`src/rtl/reg_commit_scheduler.sv`:
```
// Commit/rename write sequencer for the architectural register file.
// Commits retire through a small FIFO; a rollback drains it and then clears all tags once.
module reg_commit_scheduler #(
    parameter int DEPTH  = 4,
    parameter int REG_W  = 5,
    parameter int ROB_W  = 4,
    parameter int DATA_W = 32
) (
    input  logic                      clk_in,
    input  logic                      rst_in,
    input  logic                      rdy_in,
    input  logic                      commit_valid_in,
    input  logic [REG_W-1:0]          commit_rd_in,
    input  logic [DATA_W-1:0]         commit_data_in,
    input  logic [ROB_W-1:0]          commit_rob_in,
    output logic                      commit_ready_out,
    input  logic                      rename_valid_in,
    input  logic [REG_W-1:0]          rename_rd_in,
    input  logic [ROB_W-1:0]          rename_rob_in,
    output logic                      rename_ready_out,
    input  logic                      rollback_in,
    output logic                      rf_wr_en_out,
    output logic [REG_W-1:0]          rf_wr_rd_out,
    output logic [DATA_W-1:0]         rf_wr_data_out,
    output logic [ROB_W-1:0]          rf_wr_rob_out,
    output logic                      rf_tag_en_out,
    output logic [REG_W-1:0]          rf_tag_rd_out,
    output logic [ROB_W-1:0]          rf_tag_rob_out,
    output logic                      rf_clear_tags_out,
    output logic [$clog2(DEPTH):0]    count_out
);

    localparam int PTR_W = $clog2(DEPTH);
    localparam int CNT_W = PTR_W + 1;
    localparam logic [CNT_W-1:0] FULL = CNT_W'(DEPTH);

    typedef enum logic [1:0] {
        RUN   = 2'd0,
        DRAIN = 2'd1,
        CLEAR = 2'd2
    } state_t;

    state_t state, state_nxt;

    logic [PTR_W-1:0]  wr_ptr, rd_ptr;
    logic [REG_W-1:0]  mem_rd   [DEPTH];
    logic [DATA_W-1:0] mem_data [DEPTH];
    logic [ROB_W-1:0]  mem_rob  [DEPTH];

    logic commit_acc, enq, deq, rename_acc;

    // A rename arriving with the flush is younger than it, so it is refused that cycle.
    always_comb begin
        commit_ready_out = (state == RUN) && (count_out < FULL);
        rename_ready_out = (state == RUN) && !rollback_in;
        commit_acc       = commit_valid_in && commit_ready_out && rdy_in;
        enq              = commit_acc && (commit_rd_in != '0);
        deq              = rdy_in && (count_out != '0) && (state != CLEAR);
        rename_acc       = rename_valid_in && rename_ready_out && rdy_in
                           && (rename_rd_in != '0);
    end

    always_comb begin
        state_nxt = state;
        case (state)
            RUN:     if (rollback_in) state_nxt = DRAIN;
            DRAIN:   if (count_out == '0) state_nxt = CLEAR;
            CLEAR:   state_nxt = RUN;
            default: state_nxt = RUN;
        endcase
    end

    always_ff @(posedge clk_in or posedge rst_in) begin
        if (rst_in) begin
            state             <= RUN;
            wr_ptr            <= '0;
            rd_ptr            <= '0;
            count_out         <= '0;
            rf_wr_en_out      <= 1'b0;
            rf_wr_rd_out      <= '0;
            rf_wr_data_out    <= '0;
            rf_wr_rob_out     <= '0;
            rf_tag_en_out     <= 1'b0;
            rf_tag_rd_out     <= '0;
            rf_tag_rob_out    <= '0;
            rf_clear_tags_out <= 1'b0;
        end else if (rdy_in) begin
            state <= state_nxt;
            if (enq) wr_ptr <= wr_ptr + PTR_W'(1);
            if (deq) rd_ptr <= rd_ptr + PTR_W'(1);
            case ({enq, deq})
                2'b10:   count_out <= count_out + CNT_W'(1);
                2'b01:   count_out <= count_out - CNT_W'(1);
                default: count_out <= count_out;
            endcase
            rf_wr_en_out <= deq;
            if (deq) begin
                rf_wr_rd_out   <= mem_rd[rd_ptr];
                rf_wr_data_out <= mem_data[rd_ptr];
                rf_wr_rob_out  <= mem_rob[rd_ptr];
            end
            rf_tag_en_out <= rename_acc;
            if (rename_acc) begin
                rf_tag_rd_out  <= rename_rd_in;
                rf_tag_rob_out <= rename_rob_in;
            end
            rf_clear_tags_out <= (state_nxt == CLEAR);
        end
    end

    // Payload storage carries no reset; only occupancy decides what is valid.
    always_ff @(posedge clk_in) begin
        if (enq) begin
            mem_rd[wr_ptr]   <= commit_rd_in;
            mem_data[wr_ptr] <= commit_data_in;
            mem_rob[wr_ptr]  <= commit_rob_in;
        end
    end

endmodule

```
`config.mk`:
```
export PLATFORM = sky130hd
export DESIGN_NAME = reg_commit_scheduler
export DESIGN_NICKNAME = d
export VERILOG_FILES = /design/src/rtl/reg_commit_scheduler.sv
export SDC_FILE = /design/constraint.sdc
export NUM_CORES = 1
export LEC_CHECK = 0
export ABC_AREA = 0
export ABC_CLOCK_PERIOD_IN_PS = 2500
export BUFFER_PORTS_ARGS = -buffer_cell sky130_fd_sc_hd__buf_2
export CORE_MARGIN = 2
export CORE_UTILIZATION = 35
export CTS_CLUSTER_SIZE = 10
export DETAILED_ROUTE_END_ITERATION = 16
export SYNTH_ARGS = -nofsm -noshare
export SYNTH_HDL_FRONTEND = slang
export SYNTH_SLANG_ARGS = --single-unit
```
`constraint.sdc`:
```
create_clock -name clk_in -period 2.5 [get_ports clk_in]
set_input_delay 0 -clock clk_in [delete_from_list [all_inputs] [get_ports clk_in]]
set_output_delay 0 -clock clk_in [all_outputs]
set_load 0.03 [all_outputs]
```
==> results of run 1 <==
## power groups by stage
| stage | combinational [W] | clock [W] | sequential [W] |
|---|---|---|---|
| floorplan | 0.00188 | 0 | 0.00591 |
| global placement | 0.00385 | 0 | 0.00505 |
| detailed placement | 0.00392 | 0 | 0.00509 |
| CTS | 0.00400 | 0.00352 | 0.00502 |
| global route | 0.00420 | 0.00367 | 0.00509 |
| finish | 0.00390 | 0.00340 | 0.00501 |
## cell type report
cell class	count	share of cell area
flip-flops and latches	226	0.597
well taps	319	0.0367
multi-input cells	133	0.171
inverters	13	0.00461
repair buffers	184	0.120
clock inverters	2	0.00127
clock buffers	46	0.0697
## placed cells by master (no fill, tap or decap), types with 4 or more instances in the layout
| master | n |
|---|---|
| ha_1 | 5 |
| clkbuf_16 | 27 |
| buf_12 | 6 |
| edfxtp_1 | 164 |
| dlygate4sd3_1 | 54 |
| and2_2 | 4 |
| mux2_2 | 43 |
| xnor2_1 | 5 |
| dfrtp_1 | 60 |
| buf_2 | 113 |
| mux2_4 | 7 |
| buf_4 | 11 |
| o21ai_0 | 6 |
| inv_1 | 12 |
| clkbuf_1 | 18 |
| mux4_2 | 41 |
## per-stage QoR
stage	cell area, sq um	setup slack, ns	power [W]	instances
after global placement	9550	0.350	0.00891	821
after floorplan	8450	0.0420	0.00779	388
final	10900	0.298	0.0123	923
after detailed placement	9550	0.319	0.00901	821
after CTS	10900	0.295	0.0125	923
after global routing	10900	0.185	0.0130	923
## cells by family (layout without fill, tap and decap cells)
| family | Yosys count | in the layout | share of synthesized area |
|---|---|---|---|
| flip-flops | 226 | 226 | 0.766 |
| multiplexers | 91 | 91 | 0.179 |
| buffers and inverters | 29 | 245 | 0.0152 |
| AND/OR/NAND/NOR | 19 | 19 | 0.0145 |
| AO/OA/AOI/OAI | 11 | 11 | 0.00918 |
| adder cells (fa/ha/maj) | 6 | 6 | 0.00977 |
| XOR/XNOR | 6 | 6 | 0.00622 |
## worst paths after layout
kind	from	endpoint	cells past startpoint	slack (ns)
max in group asynchronous	rst_in	rd_ptr[1]	4	1.65
hold / removal	commit_valid_in	wr_ptr[0]	3	0.02
min in group asynchronous	rst_in	rf_tag_rob_out[0]	3	0.12
hold reg to reg	rf_wr_data_out[6]	rf_wr_data_out[6]	1	0.50
setup / recovery	commit_rd_in[3]	count_out[2]	11	0.30
setup reg to reg	state[0]	count_out[1]	7	0.44
## flip-flops by register name, summed over array words and instances (netlist names)
signal / flops
count_out: 3
rf_clear_tags_out: 1
rf_wr_data_out: 32
mem_data: 128
rf_wr_rd_out: 5
mem_rob: 16
rf_wr_rob_out: 4
rf_wr_en_out: 1
rf_tag_rd_out: 5
mem_rd: 20
rf_tag_en_out: 1
rd_ptr: 2
state: 2
rf_tag_rob_out: 4
wr_ptr: 2
## layer usage
metal / up-vias / GRT usage / routed length, um
met1: 2242 / 0.168 / 7200
li1: 1943 / - / -
met5: - / 0 / 0
met2: 99 / 0.242 / 8760
met4: 0 / 0.0393 / 392
met3: 37 / 0.0276 / 681
## tightest hold or removal path, stage by stage
cell and delay (ns):
buf_2 0.10, o2111a_1 0.21, xnor2_1 0.17
## what timing repair did
item | CTS | global route
hold buffers | 54 | 0
setup buffers | 0 | 0
endpoints found under the hold margin | 214 | 0
==> impl_metrics.tcl, run 1 <==
set metrics [dict create \
    rsz0062_at_grt "no" \
    antenna_found_initial 0 \
    swShare 0.315 \
    max-cap-violations 0 \
    cts-resized-gates 0 \
    ys_top_cells_by_area "edfxtp_1 (58%), dfrtp_1 (18%), mux4_2 (11%)" \
    p_int_w 0.00842 \
    synth_ff_type "edfxtp_1" \
    yosysMostFrequentCell "edfxtp_1" \
    drtAntennaViolNets 0 \
    power_frac_clock 0.276 \
    wl_per_cell_um 18.5 \
    cts.clk_slew.worst_paths_ns 0.05 \
    yosysTopAreaCellShare 0.583 \
    synthTopCellsByCount "edfxtp_1 (164), dfrtp_1 (62), mux2_2 (43), mux4_2 (41), inv_1 (13)" \
    clock_path_buffers 3 \
    insertion_delay_ns 0.51 \
    hold_ws_ns 0.0173 \
    n_fill_cell 2055 \
    grt_pass1_wl_um 27000 \
    synthToLayoutAreaGrowth_pct 28.5 \
    cp_top_family "buffers and inverters" \
    route.vias.total 4321 \
    arrival_ns 2.63 \
    ioPinCount 114 \
    syn-cell-area_sq_um 8450 \
    drive_above_1_share 0.430 \
    syn-num-nets 450 \
    yosysSeqAreaShare 0.766 \
    multi_input_area_sq_um 1850 \
    dr.pass1.iters 4 \
    relSlewSlack 0.525 \
    cp_slowest_cell "dlygate4sd3_1" \
    path_cells "dlygate4sd3_1 -> buf_2 -> or4_1 -> o2111a_1 -> inv_1 -> ha_1 -> inv_1 -> fa_1 -> xor2_1 -> nor2_1 -> xnor2_1" \
    path_buf_inv 4 \
    diodes 0 \
    grt_overflow_total 0 \
    synth_top_area_cell "edfxtp_1" \
    cts_sinks 226 \
    ys_warn_count 0 \
    p_comb_frac 0.317 \
    report.final.slew_viol_count 0 \
    dp.final_hpwl_um 10300 \
    synth.ff_latch_count 226 \
    seqCellArea_sq_um 6480 \
    p_leak_nw 4.02 \
    crit_type "in -> reg" \
    post-route-util 0.460 \
    syn_avg_cell_area_sq_um 21.8 \
    grt_max_degree 36 \
    cp-start-kind "input port" \
    cts_buffers 27 \
    cts_root_buf "clkbuf_16" \
    crit_path_frequent_cell "inv_1" \
    fp.coreArea_sq_um 23600 \
    max_freq_mhz 454 \
    power_density_nw_per_um2 1130 \
    fin_crit_sh 0.881 \
    wirelength_um 17000 \
    ys_async_sr_fraction 0.274 \
    drcViolationCount 0 \
    htreeDepth 1 \
    die_w_um 159 \
    setup_tns_ns 0 \
    dieArea_sq_um 25400 \
    gp_congestion 0.706 \
    fin_worst_skew_ns 0.00869 \
    cp_max_fo 7 \
    slowest_delay_ns 0.54 \
    nets 647 \
    first_iter_violations 182 \
    endpoint_kind "register" \
    pwr-share-seq 0.407 \
    initial_utilization 0.358 \
    viasPerCell 4.68 \
    port_buffers 113 \
    grt_util_all_layers 0.136 \
    ir_drop_mv 0.675 \
    synth_cell_type_count 30 \
    hold_viol_final 0 \
    period_needed_ns 2.20 \
    tightest_slew_ns 0.711 \
    synth_edf_count 164 \
    dieHeight_um 159 \
    num_rows 56 \
    netlist_instances 388 \
    hp-class "in -> reg" \
    grt_pass1_vias 4831 \
    finalSetupViolCount 0 \
    status "complete, no violations" \
    switchingPower_w 0.00388 \
    cts_tree "built" \
    cp.required_ns 2.93 \
]
(Power assumes the default switching activity.)
==> run 2: changes to the inputs <==
==> constraint.sdc (replaced) <==
create_clock -name clk_in -period 2.5 [get_ports clk_in]
set_input_delay 0.5 -clock clk_in [delete_from_list [all_inputs] [get_ports clk_in]]
set_output_delay 0.5 -clock clk_in [all_outputs]
set_load 0.03 [all_outputs]
==> run 2 against run 1 <==
Power shrank 0.74%. Non-clock buffer count shrank 53. Die area is the same. Largest power group unchanged. Largest cell class unchanged. Final area shrank 4.8%. Fmax grew 6.1%. Routed wire length shrank 5.7%.
==> impl_metrics.tcl, run 2 (synthesis results as in run 1) <==
set metrics [dict create \
    top_register "mem_data" \
    path_cells "buf_2 -> or4_1 -> o2111a_1 -> inv_1 -> ha_1 -> inv_1 -> fa_1 -> xor2_1 -> nor2_1 -> xnor2_1" \
    die_w_um 159 \
    grt_overflow_total 0 \
    port_buffers 113 \
    dieHeight_um 159 \
    top_regs "mem_data: 128 flops, rf_wr_data_out: 32 flops, mem_rd: 20 flops" \
    htreeDepth 1 \
    swShare 0.315 \
    grt_util_all_layers 0.127 \
    cts_buffers 26 \
    post-route-util 0.438 \
    crit_path_frequent_cell "inv_1" \
    crit_type "in -> reg" \
    cp_slowest_cell "or4_1" \
    power_density_nw_per_um2 1180 \
    ioPinCount 114 \
    synthToLayoutAreaGrowth_pct 22.3 \
    power_frac_clock 0.278 \
    grt_pass1_wl_um 25200 \
    drive_above_1_share 0.470 \
    cts.clk_slew.worst_paths_ns 0.06 \
    cp.required_ns 2.94 \
    finalSetupViolCount 0 \
    insertion_delay_ns 0.51 \
    initial_utilization 0.358 \
    ctsHoldBuffers 0 \
    numPlacedInstances 822 \
    cts_sinks 226 \
    cp_max_fo 2 \
    nets 593 \
    final_cell_mix "edfxtp_1 (164), buf_2 (113), dfrtp_1 (60)" \
    relSlewSlack 0.641 \
    cts_tree "built" \
    arrival_ns 2.51 \
    reg2reg_slack_ns 0.55 \
    fp.coreArea_sq_um 23600 \
    slowest_delay_ns 0.53 \
    report.final.slew_viol_count 0 \
    period_needed_ns 2.07 \
    n_fill_cell 2056 \
    clock_path_buffers 3 \
    hold_viol_final 0 \
    gp_congestion 0.776 \
    fin_worst_skew_ns 0.0124 \
    viasPerCell 4.63 \
    ir_drop_mv 0.737 \
    wl_per_cell_um 18.4 \
    p_int_w 0.00837 \
    p_comb_frac 0.303 \
    tightest_slew_ns 0.537 \
    hp-class "in -> async" \
    wirelength_um 16100 \
    p_leak_nw 3.80 \
    dieArea_sq_um 25400 \
    antenna_found_initial 1 \
    postCtsSetupBuffers 0 \
    cp_top_family "simple AND/OR/NAND/NOR gates" \
    cp-start-kind "input port" \
    switchingPower_w 0.00385 \
    largest_reg_flops 128 \
    first_iter_violations 221 \
    cts_root_buf "clkbuf_16" \
    drcViolationCount 0 \
    dr.pass1.iters 4 \
    max-cap-violations 0 \
    endpoint_kind "register" \
    rsz0062_at_grt "no" \
    cts-resized-gates 0 \
    dp.final_hpwl_um 10100 \
    pwr-share-seq 0.419 \
    num_rows 56 \
    final_common_cell "edfxtp_1" \
    status "complete, no violations" \
    drtAntennaViolNets 0 \
    grt_pass1_vias 4430 \
    fin_crit_sh 0.830 \
    grt_max_degree 42 \
    max_freq_mhz 482 \
    route.vias.total 4032 \
    fin_cells 871 \
    path_buf_inv 3 \
]
-- run 2: power by group through the flow --
stage / combinational [W] / clock (W) / sequential, W
floorplan: 0.00188 / 0 / 0.00591
global placement: 0.00369 / 0 / 0.00518
detailed placement: 0.00377 / 0 / 0.00521
CTS: 0.00378 / 0.00351 / 0.00514
global route: 0.00396 / 0.00367 / 0.00522
finish: 0.00370 / 0.00339 / 0.00512
-- run 2: per-stage QoR --
step	setup TNS, ns	hold WS [ns]	total power, W	cell area [sq um]	worst slack [ns]
CTS	0	0.0212	0.0124	10300	0.426
detailed placement	-0.105	0.489	0.00898	9570	-0.105
global route	0	0.0546	0.0128	10300	0.339
global placement	0	0.483	0.00888	9570	0.00205
finish	0	0.0231	0.0122	10300	0.425
floorplan	0	0.534	0.00779	8460	0.112
-- run 2: final cells by class --
cell class	instances	area, sq um	area share
Tap cell	319	399	0.0386
Antenna cell	1	2.50	0.000242
Inverter	13	50.0	0.00484
Sequential cell	226	6480	0.627
Clock buffer	48	764	0.0739
Timing Repair Buffer	131	788	0.0762
Multi-Input combinational cell	133	1850	0.179
-- run 2: layer usage --
layer	GRT usage	share of wire	vias to the layer above
li1	-	-	1828
met1	0.160	0.42	2067
met2	0.219	0.50	107
met3	0.0292	0.052	30
met4	0.0360	0.023	0
met5	0	0	-
-- run 2: worst paths after layout --
kind | start | to | cells past startpoint
min in group clk_in | commit_data_in[13] | mem_data[3][13] | 1
min | rst_in | rf_tag_rob_out[0] | 2
min reg2reg | rf_wr_rd_out[0] | rf_wr_rd_out[0] | 1
max reg2reg | count_out[0] | count_out[1] | 7
max | commit_rd_in[0] | count_out[2] | 10
max in group asynchronous | rst_in | rd_ptr[0] | 3
-- run 2: worst register-to-register path, delay by kind of cell (launching register included) --
kind,cells,cell delay [ns]
DFF,1,0.43
and+or+nand+nor,2,0.53
adders and majority gates,2,0.62
buffers and inverters,2,0.12
AOI/OAI and AO/OA,1,0.16
==> run 3: changes to the inputs <==
- ABC_CLOCK_PERIOD_IN_PS: 2500 -> 1800
- clock period: 2.5 -> 1.8 ns (I/O delays scaled with it)
==> run 3 against run 2 <==
The run now ends with negative setup slack left. Sequential share of layout area down 2.0 points. Count of clock-buffer cells in the layout down 6. Power up 41%. Highest routed layer unchanged.
==> impl_metrics.tcl, run 3 (synthesis results as in run 1) <==
set metrics [dict create \
    pwr-share-seq 0.401 \
    reg2reg_slack_ns 0 \
    fin_worst_skew_ns 0.0101 \
    cp_slowest_cell "or4_4" \
    max-cap-violations 0 \
    endpoint_kind "register" \
    crit_path_frequent_cell "inv_2" \
    grt_max_degree 63 \
    r2r_end "count_out[2]" \
    clock_path_buffers 3 \
    cts_root_buf "clkbuf_16" \
    route.vias.total 4220 \
    final_common_cell "edfxtp_1" \
    wl_met1_um 6820 \
    switchingPower_w 0.00544 \
    swShare 0.316 \
    cp.required_ns 2.23 \
    final_cell_mix "edfxtp_1 (164), buf_2 (110), dfrtp_1 (58)" \
    dp.final_hpwl_um 10300 \
    antenna_found_initial 1 \
    relSlewSlack 0.737 \
    ir_drop_mv 0.830 \
    dr_wl_met3_um 839 \
    cts_buffers 27 \
    num_rows 56 \
    first_iter_violations 212 \
    grt_pass1_wl_um 26100 \
    fin_crit_sh 1.02 \
    period_needed_ns 1.83 \
    power_frac_clock 0.270 \
    synthToLayoutAreaGrowth_pct 26.4 \
    dr.pass1.iters 4 \
    drtAntennaViolNets 0 \
    report.final.slew_viol_count 0 \
    postCtsSetupBuffers 0 \
    p_comb_frac 0.329 \
    finalSetupViolCount 1 \
    fp.coreArea_sq_um 23600 \
    insertion_delay_ns 0.51 \
    drcViolationCount 0 \
    path_cells "buf_6 -> or4_4 -> o2111a_2 -> inv_2 -> ha_4 -> inv_2 -> fa_2 -> xor2_1 -> nor2_1 -> xnor2_1" \
    nets 612 \
    timing.rr.start "count_out[1]" \
    seqCellArea_sq_um 6480 \
    gp_congestion 0.780 \
    arrival_ns 2.26 \
    status "finished, violations left" \
    path_buf_inv 3 \
    slowest_delay_ns 0.53 \
    p_leak_nw 3.94 \
    hold_viol_final 0 \
    top_regs "mem_data: 128 flops, rf_wr_data_out: 32 flops, mem_rd: 20 flops" \
    ioPinCount 114 \
    max_freq_mhz 547 \
    p_int_w 0.0118 \
    power_density_nw_per_um2 1610 \
    drive_above_1_share 0.511 \
    grt_util_all_layers 0.132 \
    initial_utilization 0.358 \
    grt_overflow_total 0 \
    highest_layer "met4" \
    wirelength_um 16900 \
    cts_tree "built" \
    hold_start "commit_data_in[20]" \
    worst_slack_ns -0.0276 \
    wl_met2_um 8960 \
    violations "negative setup slack" \
    top_register "mem_data" \
    cts_sinks 226 \
    setup_tns_ns -0.0276 \
    tightest_slew_ns 0.394 \
    hp-class "in -> reg" \
    port_buffers 113 \
    cp-start-kind "input port" \
    power_w 0.0172 \
    dieHeight_um 159 \
    htreeDepth 1 \
    rsz0062_at_grt "yes" \
    cp_top_family "simple AND/OR/NAND/NOR gates" \
    grt_pass1_vias 4591 \
    min_to "mem_data[0][20]" \
    viasPerCell 4.75 \
    multi_input_area_sq_um 1920 \
    post-route-util 0.453 \
    holdPathStages 1 \
    cts.clk_slew.worst_paths_ns 0.06 \
    wl_per_cell_um 19.0 \
    largest_reg_flops 128 \
    n_fill_cell 2057 \
    crit_type "in -> reg" \
    die_w_um 159 \
    r2r_cells 9 \
    dieArea_sq_um 25400 \
    cp_max_fo 2 \
]
[run 3: cell count changes in the layout (fill, tap and decap cells not counted), moves of 3 or more]
| cell | change |
|---|---|
| inv_1 | -3 |
| and2_2 | -4 |
| clkbuf_1 | -5 |
| inv_2 | +3 |
| buf_4 | +9 |
| buf_12 | +5 |
| and2_4 | +4 |
| buf_2 | -3 |
| clkinv_1 | +4 |
| clkbuf_16 | +4 |
[run 3: through the flow]
stage                     cells  hold slack [ns]  area [sq um]  setup WS [ns]
after global placement      835            0.480          9770         -0.519
after floorplan             388            0.459          8510         -0.378
after CTS                   884           0.0444         10600       -0.00663
final                       889           0.0658         10700        -0.0276
after detailed placement    835            0.481          9770         -0.587
after global routing        888           0.0467         10700        -0.0780
[run 3: layer usage]
layer,GRT usage,up-vias
met5,0,-
met1,0.156,2201
met4,0.0335,0
met3,0.0294,27
met2,0.241,112
li1,-,1880
[run 3: area by class of cell]
type | count | share of cell area
Sequential cell | 226 | 0.607
Multi-Input combinational cell | 133 | 0.179
Timing Repair Buffer | 149 | 0.100
Clock buffer | 42 | 0.0685
Tap cell | 319 | 0.0373
Inverter | 13 | 0.00492
Clock inverter | 6 | 0.00234
Antenna cell | 1 | 0.000234
[run 3: worst max-delay path by stage]
stage                          startpoint      endpoint  cells past startpoint
after CTS                    count_out[1]  count_out[2]                      9
after floorplan           commit_rd_in[0]  count_out[2]                      9
after global routing             state[1]  count_out[2]                      9
after detailed placement  commit_rd_in[0]  count_out[2]                     10
after global placement    commit_rd_in[0]  count_out[2]                     10
final                     commit_rd_in[0]  count_out[2]                     10
[run 3: power groups by stage]
stage,sequential (W),combinational (W),clock [W]
floorplan,0.00822,0.00267,0
global placement,0.00699,0.00557,0
detailed placement,0.00702,0.00568,0
CTS,0.00693,0.00572,0.00480
global route,0.00702,0.00609,0.00503
finish,0.00692,0.00567,0.00465
[run 3: repair_timing]
action | CTS | global route
endpoints found under the hold margin | 62 | 0
hold buffers | 1 | 0
pin swaps | 4 | 3
endpoints found under the setup margin | 3 | 113
cloned | 0 | 4
gates resized for setup | 6 | 7
